### config.mk
export PLATFORM = sky130hd
export DESIGN_NAME = s2mm_ring_ctrl
export DESIGN_NICKNAME = d
export VERILOG_FILES = /design/src/rtl/s2mm_ring_ctrl.sv
export SDC_FILE = /design/constraint.sdc
export NUM_CORES = 1
export LEC_CHECK = 0
export ABC_CLOCK_PERIOD_IN_PS = 5800
export BUFFER_PORTS_ARGS = -buffer_cell sky130_fd_sc_hd__buf_2
export CAP_MARGIN = 0
export CORE_AREA = 2 2 165 167
export DETAILED_ROUTE_END_ITERATION = 16
export DIE_AREA = 0 0 167 169
export PLACE_DENSITY = 0.77
export SLEW_MARGIN = 20
export SYNTH_ARGS = -nofsm -noshare
export SYNTH_HDL_FRONTEND = slang
export SYNTH_SLANG_ARGS = --single-unit
export TNS_END_PERCENT = 5
### constraint.sdc
create_clock -name axi_aclk -period 5.8 [get_ports axi_aclk]
set_input_delay 0.87 -clock axi_aclk [delete_from_list [all_inputs] [get_ports axi_aclk]]
set_output_delay 0.87 -clock axi_aclk [all_outputs]
set_load 0.02 [all_outputs]
### src/rtl/s2mm_ring_ctrl.sv
`default_nettype none
// ============================================================================
// Module      : s2mm_ring_ctrl
// Description : Streams upstream beats into a ring of fixed-size bursts through
//               an S2MM datamover, tracking fill level, completions and errors.
// Revision    : 1.0 - initial release
// ============================================================================
module s2mm_ring_ctrl #(
    parameter int DATA_W      = 128,
    parameter int BURST_BYTES = 4096,
    parameter int CNT_W       = 16
) (
    input  logic              axi_aclk,
    input  logic              rst,
    input  logic              enable,
    input  logic              overwrite_mode,
    input  logic              err_clear,
    input  logic [31:0]       ring_base,
    input  logic [CNT_W-1:0]  ring_bursts,
    input  logic              host_consume,
    input  logic [DATA_W-1:0] s_tdata,
    input  logic              s_tvalid,
    output logic              s_tready,
    output logic [71:0]       m_cmd_tdata,
    output logic              m_cmd_tvalid,
    input  logic              m_cmd_tready,
    output logic [DATA_W-1:0] m_data_tdata,
    output logic              m_data_tvalid,
    input  logic              m_data_tready,
    output logic              m_data_tlast,
    input  logic              s2mm_wr_xfer_cmplt,
    input  logic              s2mm_err,
    output logic              s2mm_halt,
    output logic [CNT_W-1:0]  fill_bursts,
    output logic [CNT_W-1:0]  xfer_count,
    output logic              wrap_flag,
    output logic              overrun_flag,
    output logic              err_flag,
    output logic [2:0]        state
);

    localparam int c_BEATS    = BURST_BYTES * 8 / DATA_W;
    localparam int c_BEAT_W   = (c_BEATS > 1) ? $clog2(c_BEATS) : 1;
    localparam int c_BURST_SH = $clog2(BURST_BYTES);

    localparam logic [c_BEAT_W-1:0] c_LAST_BEAT = c_BEAT_W'(c_BEATS - 1);
    localparam logic [c_BEAT_W-1:0] c_BEAT_ONE  = {{(c_BEAT_W-1){1'b0}}, 1'b1};
    localparam logic [CNT_W-1:0]    c_CNT_ONE   = {{(CNT_W-1){1'b0}}, 1'b1};
    localparam logic [CNT_W:0]      c_FILL_ONE  = {{CNT_W{1'b0}}, 1'b1};
    localparam logic [22:0]         c_BTT       = 23'(BURST_BYTES);

    localparam logic [2:0] c_ST_IDLE  = 3'd0;
    localparam logic [2:0] c_ST_RUN   = 3'd1;
    localparam logic [2:0] c_ST_DRAIN = 3'd2;
    localparam logic [2:0] c_ST_ERROR = 3'd3;

    logic [2:0]          r_state;
    logic [CNT_W-1:0]    r_cap;
    logic [CNT_W-1:0]    r_wr_idx;
    logic [CNT_W-1:0]    r_outstanding;
    logic [CNT_W-1:0]    r_fill;
    logic [CNT_W-1:0]    r_xfer;
    logic [1:0]          r_cmd_credit;
    logic [c_BEAT_W-1:0] r_beat;
    logic                r_wrap;
    logic                r_overrun;
    logic                r_err;

    logic        w_start;
    logic        w_room;
    logic        w_gate;
    logic        w_cmd_valid;
    logic        w_cmd_hs;
    logic        w_data_hs;
    logic        w_last;
    logic        w_last_hs;
    logic [31:0] w_addr;
    logic [CNT_W:0] w_fill_inc;

    assign w_start = (r_state == c_ST_IDLE) && enable && !s2mm_err;

    // Without overwrite, never commit more bursts than the host has room for.
    assign w_room = overwrite_mode ||
                    (({1'b0, r_fill} + {1'b0, r_outstanding}) < {1'b0, r_cap});

    assign w_cmd_valid = (r_state == c_ST_RUN) && enable &&
                         (r_cmd_credit < 2'd2) && w_room;
    assign w_cmd_hs    = w_cmd_valid && m_cmd_tready;

    assign w_gate    = (r_cmd_credit != 2'd0) &&
                       ((r_state == c_ST_RUN) || (r_state == c_ST_DRAIN));
    assign w_data_hs = s_tvalid && m_data_tready && w_gate;
    assign w_last    = (r_beat == c_LAST_BEAT);
    assign w_last_hs = w_data_hs && w_last;

    assign w_addr     = ring_base + (32'(r_wr_idx) << c_BURST_SH);
    assign w_fill_inc = {1'b0, r_fill} + c_FILL_ONE;

    always_ff @(posedge axi_aclk) begin
        if (rst) begin
            r_state <= c_ST_IDLE;
        end else if (s2mm_err) begin
            r_state <= c_ST_ERROR;
        end else begin
            case (r_state)
                c_ST_IDLE:  if (enable) r_state <= c_ST_RUN;
                c_ST_RUN:   if (!enable) r_state <= c_ST_DRAIN;
                c_ST_DRAIN: if ((r_cmd_credit == 2'd0) && (r_outstanding == '0))
                                r_state <= c_ST_IDLE;
                c_ST_ERROR: if (err_clear) r_state <= c_ST_IDLE;
                default:    r_state <= c_ST_IDLE;
            endcase
        end
    end

    always_ff @(posedge axi_aclk) begin
        if (rst) begin
            r_cap    <= '0;
            r_wr_idx <= '0;
            r_wrap   <= 1'b0;
        end else if (w_start) begin
            r_cap    <= ring_bursts;
            r_wr_idx <= '0;
            r_wrap   <= 1'b0;
        end else if (w_cmd_hs) begin
            if (r_wr_idx == (r_cap - c_CNT_ONE)) begin
                r_wr_idx <= '0;
                r_wrap   <= 1'b1;
            end else begin
                r_wr_idx <= r_wr_idx + c_CNT_ONE;
            end
        end
    end

    // A halted datamover drops any partial burst, so the data bookkeeping restarts.
    always_ff @(posedge axi_aclk) begin
        if (rst || (r_state == c_ST_ERROR)) begin
            r_cmd_credit  <= 2'd0;
            r_beat        <= '0;
            r_outstanding <= '0;
        end else begin
            case ({w_cmd_hs, w_last_hs})
                2'b10:   r_cmd_credit <= r_cmd_credit + 2'd1;
                2'b01:   r_cmd_credit <= r_cmd_credit - 2'd1;
                default: r_cmd_credit <= r_cmd_credit;
            endcase
            if (w_data_hs) begin
                r_beat <= w_last ? '0 : (r_beat + c_BEAT_ONE);
            end
            case ({w_cmd_hs, s2mm_wr_xfer_cmplt})
                2'b10:   r_outstanding <= r_outstanding + c_CNT_ONE;
                2'b01:   if (r_outstanding != '0) r_outstanding <= r_outstanding - c_CNT_ONE;
                default: r_outstanding <= r_outstanding;
            endcase
        end
    end

    always_ff @(posedge axi_aclk) begin
        if (rst) begin
            r_fill    <= '0;
            r_xfer    <= '0;
            r_overrun <= 1'b0;
        end else begin
            if (s2mm_wr_xfer_cmplt) begin
                r_xfer <= r_xfer + c_CNT_ONE;
            end
            if (s2mm_wr_xfer_cmplt && !host_consume) begin
                if (overwrite_mode && (w_fill_inc > {1'b0, r_cap})) begin
                    r_fill <= r_cap;
                end else if (r_fill != '1) begin
                    r_fill <= r_fill + c_CNT_ONE;
                end
            end else if (host_consume && !s2mm_wr_xfer_cmplt) begin
                if (r_fill != '0) r_fill <= r_fill - c_CNT_ONE;
            end
            if (w_start) begin
                r_overrun <= 1'b0;
            end else if (s2mm_wr_xfer_cmplt && !host_consume && overwrite_mode &&
                         (w_fill_inc > {1'b0, r_cap})) begin
                r_overrun <= 1'b1;
            end
        end
    end

    always_ff @(posedge axi_aclk) begin
        if (rst) begin
            r_err <= 1'b0;
        end else if (s2mm_err) begin
            r_err <= 1'b1;
        end
    end

    assign m_cmd_tdata   = {8'h00, w_addr, 1'b0, 1'b1, 6'h00, 1'b1, c_BTT};
    assign m_cmd_tvalid  = w_cmd_valid;
    assign m_data_tdata  = s_tdata;
    assign m_data_tvalid = s_tvalid && w_gate;
    assign s_tready      = m_data_tready && w_gate;
    assign m_data_tlast  = w_last;
    assign s2mm_halt     = (r_state == c_ST_IDLE) || (r_state == c_ST_ERROR);
    assign fill_bursts   = r_fill;
    assign xfer_count    = r_xfer;
    assign wrap_flag     = r_wrap;
    assign overrun_flag  = r_overrun;
    assign err_flag      = r_err;
    assign state         = r_state;

endmodule
`default_nettype wire

# Word level (Yosys, flattened, before mapping)
# Index checks and enable logic that the tools add are counted.
# classes
add_sub_neg	13
n_lt_le_gt_ge	3
n_eq_ne	20
n_mux	16
reduce_logical	42
# ops
op	count
16-bit two-way mux	7
16-bit by 1-bit adder with 16-bit output (second input constant)	4
16-bit by 1-bit subtractor with 16-bit output (second input constant)	3
32-bit by 28-bit adder with 32-bit output	1
16-bit case mux with 2 select lines	1
16-bit nonzero test	2
1-bit logical AND	18
16-bit by 1-bit adder with 17-bit output (second input constant)	1
16-bit by 16-bit adder with 17-bit output	1
17-bit by 16-bit greater-than comparator with 1-bit output	1
17-bit by 16-bit < comparator with 1-bit output	1
16-bit equality test	1
16-bit logical NOT	1
16-bit != test (second input constant)	1
3-bit two-way mux	4
3-bit case mux with 4 select lines	1
2-bit nonzero test	5
3-bit != test (second input constant)	3
8-bit by 1-bit adder with 8-bit output (second input constant)	1
8-bit equality test (second input constant)	1
8-bit two-way mux	1
2-bit != test (second input constant)	4
4-bit AND reduction	2
3-bit by 2-bit equality test with 1-bit output (second input constant)	2
18 further kinds	27
# totals
regBits	96
input_bits	187
out_inout_bits	243
word_cells	106

# Depth between registers and ports, before layout
# depth
ltp_word	8
depth_mapped	26
depth_no_buf	26

# Worst setup path before layout
# OpenSTA, ideal clock, no wires.
# synth_timing
path_type	register -> register
startpoint	register r_fill[0], in the netlist fill_bursts[0]
endpoint	register r_outstanding[15]
setup_time_ns	0.127
arrival_ns	5.760
required_ns	5.673
path_slack_ns	-0.087
stages_incl_launch_ff	25
n_path_buf	0
synth_period_minus_slack_ns	5.887
cell_sequence	dfxtp_1 ha_1 inv_1 fa_1 nand2b_1 a211oi_1 o221ai_1 a21oi_2 xor2_1 ha_1 a21oi_1 nor2b_1 a2111oi_0 o21ai_0 a311o_4 and3_1 ha_1 a21oi_1 o211ai_1 o41a_1 nand2b_1 a31oi_1 nand3_1 mux2i_1 or3_1
# synth_between
elab_chain_len	8
elab_cells_between_ends	11
classes_between	add/sub (1); order compare (1); eq/ne (3); mux (1); reduce/logical (5)
# synth_rtl
element	line	rtl
start: declaration	61	logic [CNT_W-1:0] r_fill;
start signal: assignment	169	r_fill <= r_cap;
start signal: assignment	171	r_fill <= r_fill + c_CNT_ONE;
start signal: assignment	174	if (r_fill != '0) r_fill <= r_fill - c_CNT_ONE;
16-bit by 16-bit adder with 17-bit output *	84	(({1'b0, r_fill} + {1'b0, r_outstanding}) < {1'b0, r_cap});
17-bit by 16-bit < comparator with 1-bit output *	84	
1-bit logical OR *	83	assign w_room = overwrite_mode ||
1-bit logical AND *	87	(r_cmd_credit < 2'd2) && w_room;
1-bit logical AND *	88	assign w_cmd_hs = w_cmd_valid && m_cmd_tready;
2-bit by 1-bit equality test with 1-bit output / 2-bit equality test (equally long branches)	150	case ({w_cmd_hs, s2mm_wr_xfer_cmplt})
2-bit != test (no source line) / 2-bit nonzero test (equally long branches)	n/a	
2-bit AND reduction (no source line)	n/a	
end signal: assignment	151	2'b10: r_outstanding <= r_outstanding + c_CNT_ONE;
end signal: assignment	152	2'b01: if (r_outstanding != '0) r_outstanding <= r_outstanding - c_CNT_ONE;
end signal: assignment	153	default: r_outstanding <= r_outstanding;
end: declaration	60	logic [CNT_W-1:0] r_outstanding;
# Every way passes the cells marked *; elsewhere a longest branch is shown, timed or not.
# A chain may end at the register's enable or synchronous reset.

# Final worst setup path
# Same ends and word-level chain as after synthesis.

==> summary.md <==
| Metric | Value |
|---|---|
| Total clock sinks | 95 |
| Max-cap violation count | 0 |
| Core Box Area | 26500 um2 |
| Area Overhead vs Synth | 1.97% |
| Top cell type's share of synthesized area | between 15 and 20% |
| WP buf/inv | 1 |
| Delay-heaviest family, CP | compound AO/OA/AOI/OAI gates |
| Max Transition Viols Final | 0 |
| Routability Congestion | 1.00 |
| WL final | 27100 um |
| Worst setup margin | around 0.19 ns |
| Depth of the most critical reg-to-reg path | 24 |
| Tot GR Track Use | 18.1% |
| First-pass GRT wire length | 41200 um |
| Path class of the lowest-slack min-delay path | flop to flop |
| Die Outline Area | 28200 um2 |
| CP max-delay cell | sky130_fd_sc_hd__a311o_4 |
| Met3 track utilization from global routing | 3.97% |
| Capture point of the worst path | r_outstanding[15] |
| Source-to-sink clock delay at the later pin of the worst-skew pair | between 0.3 and 0.4 ns |
| Power density over the cells | 443 nW/um2 |
| Initial antenna violation count | 3 |
| Count of warnings emitted by yosys | 0 |
| Total internal power | 2.24 mW |
| Number of buffers inserted by port buffering | between 100 and 150 |
| Clock root cell | sky130_fd_sc_hd__clkbuf_16 |
| Worst slew pin tran | 0.848 ns |
| Endpoint of the lowest-slack register-to-register path | r_outstanding[15] |
| Global-route layer with the greatest usage | met2 |
| Normalized max-slew margin | a little over two fifths |
| Beginning of the worst register-to-register path | fill_bursts[0] |
| Count of cell types in the netlist | 84 |
| Post-route antenna net violation count | 0 |
| Status | finished, final reports clean |
| Starting density of the core | 36.4% |
| Highest attainable clock frequency | approximately 0.18 GHz |
| Number of stages on the worst setup path | 24 |
| Number of buffers added by the clock tree synthesis step | 9 |
| CTS H-tree lvls | 3 |
| Multi-input gate area in the final layout | 6270 um2 |
| Final Setup Violations | 0 |
| Detailed placement HPWL | 21100 um |
| Drt drc | 0 |
| Number of iterations in the first detailed-routing pass | 5 |
| Number of global-route vias before repair | 7950 |
| Worst slack on hold paths | 0.469 ns |
| Met2 capacity usage during global routing | 30.6% |
| Crit path required time | a little over 6 ns |
| Setup slack after placement | 0.0328 ns |
| Critical path startpoint category | flop |
| Cell types with the largest area share after synthesis | sky130_fd_sc_hd__dfxtp_1, sky130_fd_sc_hd__buf_4, sky130_fd_sc_hd__ha_1 |
| TritonCTS clock tree | done |
| Post-route clock period utilization | 96.7% |
| Filler Cell Count | 2680 |
| First-iteration detailed-routing DRC count | 695 |
| Setup crit end kind | flop |
| Largest stage delay, worst path | between 0.4 and 0.5 ns |
| Die width | 167 um |
| Routed wirelength normalized by instance count | 17.4 um |
| Commonest cells after routing, fill and taps aside | sky130_fd_sc_hd__buf_2, sky130_fd_sc_hd__nor2_1, sky130_fd_sc_hd__nand2_1, sky130_fd_sc_hd__dfxtp_1, sky130_fd_sc_hd__ha_1 |
| Cell seen most often among critical-path stages | sky130_fd_sc_hd__ha_1 |
| Cell-by-cell trace of the critical path | ha_1 > inv_1 > fa_1 > nand2b_1 > a211oi_2 > o221ai_2 > a21oi_2 > xor2_1 > ha_1 > a21oi_1 > nor2b_1 > a2111oi_2 > o21ai_1 > a311o_4 > and3_4 > ha_1 > a21oi_2 > o211ai_1 > o41a_1 > nand2b_1 > a31oi_4 > nand3_1 > mux2i_1 > or3_1 |
| Fraction of power consumed by sequential logic | 21.6% |
| Switch share | 48.4% |
| Number of instances in the synthesized netlist | 1240 |
| Fraction of synthesis flops using an asynchronous set or reset pin | 0% |
| Flip-flop cell with the highest count after synthesis | sky130_fd_sc_hd__dfxtp_1 |
| Crit path max fanout | 7 |
| Post-synth EDFFs | 0 |
| GR Overflow Total | 0 |
| Largest net degree at the start of global routing | 29 |
| Average instance area after synthesis | 7.77 um2 |
| Met1 Usage GRT | 21.0% |
| Cell leakage power | 4.27 nW |
| Clock Power Share | 14.6% |
| Sw power | 2.10 mW |
| Startpoint of the most critical setup path | fill_bursts[0] |
| Worst Path Class, Setup | flop to flop |
| Leading area contributor after synthesis | sky130_fd_sc_hd__dfxtp_1 |
| Portion of the post-synthesis area used by sequential elements | 19.7% |
| Final critical-path required period | 5.61 ns |
| Synthesized flop and latch total | 95 |
| Final Net Count | around 1500 |
| Number of vias per cell after detailed routing | 5.58 |
| Critical path arrival | roughly 5.9 ns |
| Post-route clock skew | 0.0166 ns |
| Post-Synthesis Cell Area | about 9600 um2 |
| Most common library cell in the layout ignoring fill and taps | sky130_fd_sc_hd__buf_2 |
| Number of rows in the core area | 60 |
| Worst-path clk slew | 0.08 ns |
| Count of pins on the block boundary | 430 |
| Worst IR Drop VDD | 0.000245 V |
| Height of the chip | ~170 um |
| Fraction of final layout cells with drive strength greater than 1 | between 10% and 20% |
| Final hold violation count | 0 |
| Vias | 8656 |
| Combinational share of power | a little under two thirds |
| Buffer depth of the longest clock path | 2 |
| Storage cell area | 1910 um2 |
| Setup slack of the most critical reg-to-reg path | 0.19 ns |
-- cells by family (layout without fill, tap and decap cells) --
logic type / after synthesis / after routing / share of synthesized area (%)
compound gates: 275 / 275 / 19.1
xor+xnor: 103 / 103 / 9.36
fa+ha+maj: 93 / 93 / 12.3
buf+inv: 265 / 195 / 17.7
flops: 95 / 95 / 19.7
mux: 13 / 13 / 1.39
other cells: 2 / 42 / 0.0780
simple gates: 394 / 394 / 20.3
-- metrics by stage --
step | instances | setup TNS, ns | instance area (um2) | util [%] | power (mW)
after global routing | 1550 | -0.115 | 9820 | 37.1 | 4.65
after CTS | 1548 | -0.00753 | 9710 | 36.6 | 4.21
after global placement | 1532 | 0 | 9400 | 35.5 | 3.48
after detailed placement | 1532 | 0 | 9400 | 35.5 | 3.56
after floorplan | 1279 | 0 | 9780 | - | 2.98
final | 1551 | 0 | 9820 | 37.1 | 4.35
-- cell type report --
type / count / share of cell area [%]
clock inverters: 6 / 0.700
clock buffers: 10 / 2.43
flip-flops and latches: 95 / 19.4
inverters: 42 / 1.60
repair buffers: 137 / 7.72
diodes: 1 / 0.0255
well taps: 341 / 4.34
multi-input cells: 919 / 63.8
-- how the worst min path moves through the flow --
stage	from	end	depth (start not counted)
2_1_floorplan	r_beat[5]	r_beat[5]	2
3_3_place_gp	overrun_flag	overrun_flag	1
3_5_place_dp	wrap_flag	wrap_flag	1
4_1_cts	wrap_flag	wrap_flag	1
5_1_grt	wrap_flag	wrap_flag	1
6_report	wrap_flag	wrap_flag	1
-- registers in the layout (all words and copies together) (netlist names) --
name           cells
fill_bursts       16
r_cap             16
r_outstanding     16
r_wr_idx          16
xfer_count        16
r_beat             8
r_cmd_credit       2
state              2
err_flag           1
overrun_flag       1
wrap_flag          1
-- metal layers --
metal,part of all wire (%),routed length [um]
met5,0.048,13
met4,5.4,1460
met3,7.1,1930
met2,47,12700
met1,40,10900
-- power by group through the flow --
stage / Sequential [mW] / Combinational (mW) / Clock, mW
6_report: 0.941 / 2.77 / 0.634
5_1_grt: 0.953 / 3.03 / 0.664
4_1_cts: 0.929 / 2.63 / 0.644
3_5_place_dp: 0.945 / 2.62 / 0
3_3_place_gp: 0.939 / 2.54 / 0
2_1_floorplan: 0.962 / 2.02 / 0
-- worst reg2reg max path, cell delays in order, from the launching register on --
cell                        delay [ns]
sky130_fd_sc_hd__dfxtp_2          0.34
sky130_fd_sc_hd__ha_1             0.18
sky130_fd_sc_hd__inv_1            0.06
sky130_fd_sc_hd__fa_1             0.40
sky130_fd_sc_hd__nand2b_1         0.20
sky130_fd_sc_hd__a211oi_2         0.32
sky130_fd_sc_hd__o221ai_2         0.18
sky130_fd_sc_hd__a21oi_2          0.20
sky130_fd_sc_hd__xor2_1           0.17
sky130_fd_sc_hd__ha_1             0.27
sky130_fd_sc_hd__a21oi_1          0.17
sky130_fd_sc_hd__nor2b_1          0.09
sky130_fd_sc_hd__a2111oi_2        0.28
sky130_fd_sc_hd__o21ai_1          0.17
sky130_fd_sc_hd__a311o_4          0.41
sky130_fd_sc_hd__and3_4           0.22
sky130_fd_sc_hd__ha_1             0.30
sky130_fd_sc_hd__a21oi_2          0.18
sky130_fd_sc_hd__o211ai_1         0.16
sky130_fd_sc_hd__o41a_1           0.37
sky130_fd_sc_hd__nand2b_1         0.16
sky130_fd_sc_hd__a31oi_4          0.12
sky130_fd_sc_hd__nand3_1          0.10
sky130_fd_sc_hd__mux2i_1          0.07
sky130_fd_sc_hd__or3_1            0.36
-- cell usage after synthesis (all sizes together), types with 6 or more instances --
cell type and n:
nand4 24, clkbuf 32, o21ai 57, nor2b 13, nor2 101, or2 8, or3 21, o2111ai 7
and3 17, ha 90, nand3 35, inv 41, a31oi 20, xor2 49, a21oi 80, nand2b 16
a211oi 15, buf 191, nor4 13, a21o 11, o21a 15, dfxtp 95, o211ai 9, and2 6
nor3 34, o31ai 9, mux2i 10, xnor2 54, nand2 95
-- what timing repair did --
action | in CTS | in global routing
hold buffers | 0 | 0
endpoints found under the setup margin | 1 | 7
setup buffers | 0 | 2
pin swaps | 0 | 5
resized for setup | 0 | 24
Power figures use the tool's default switching activity.
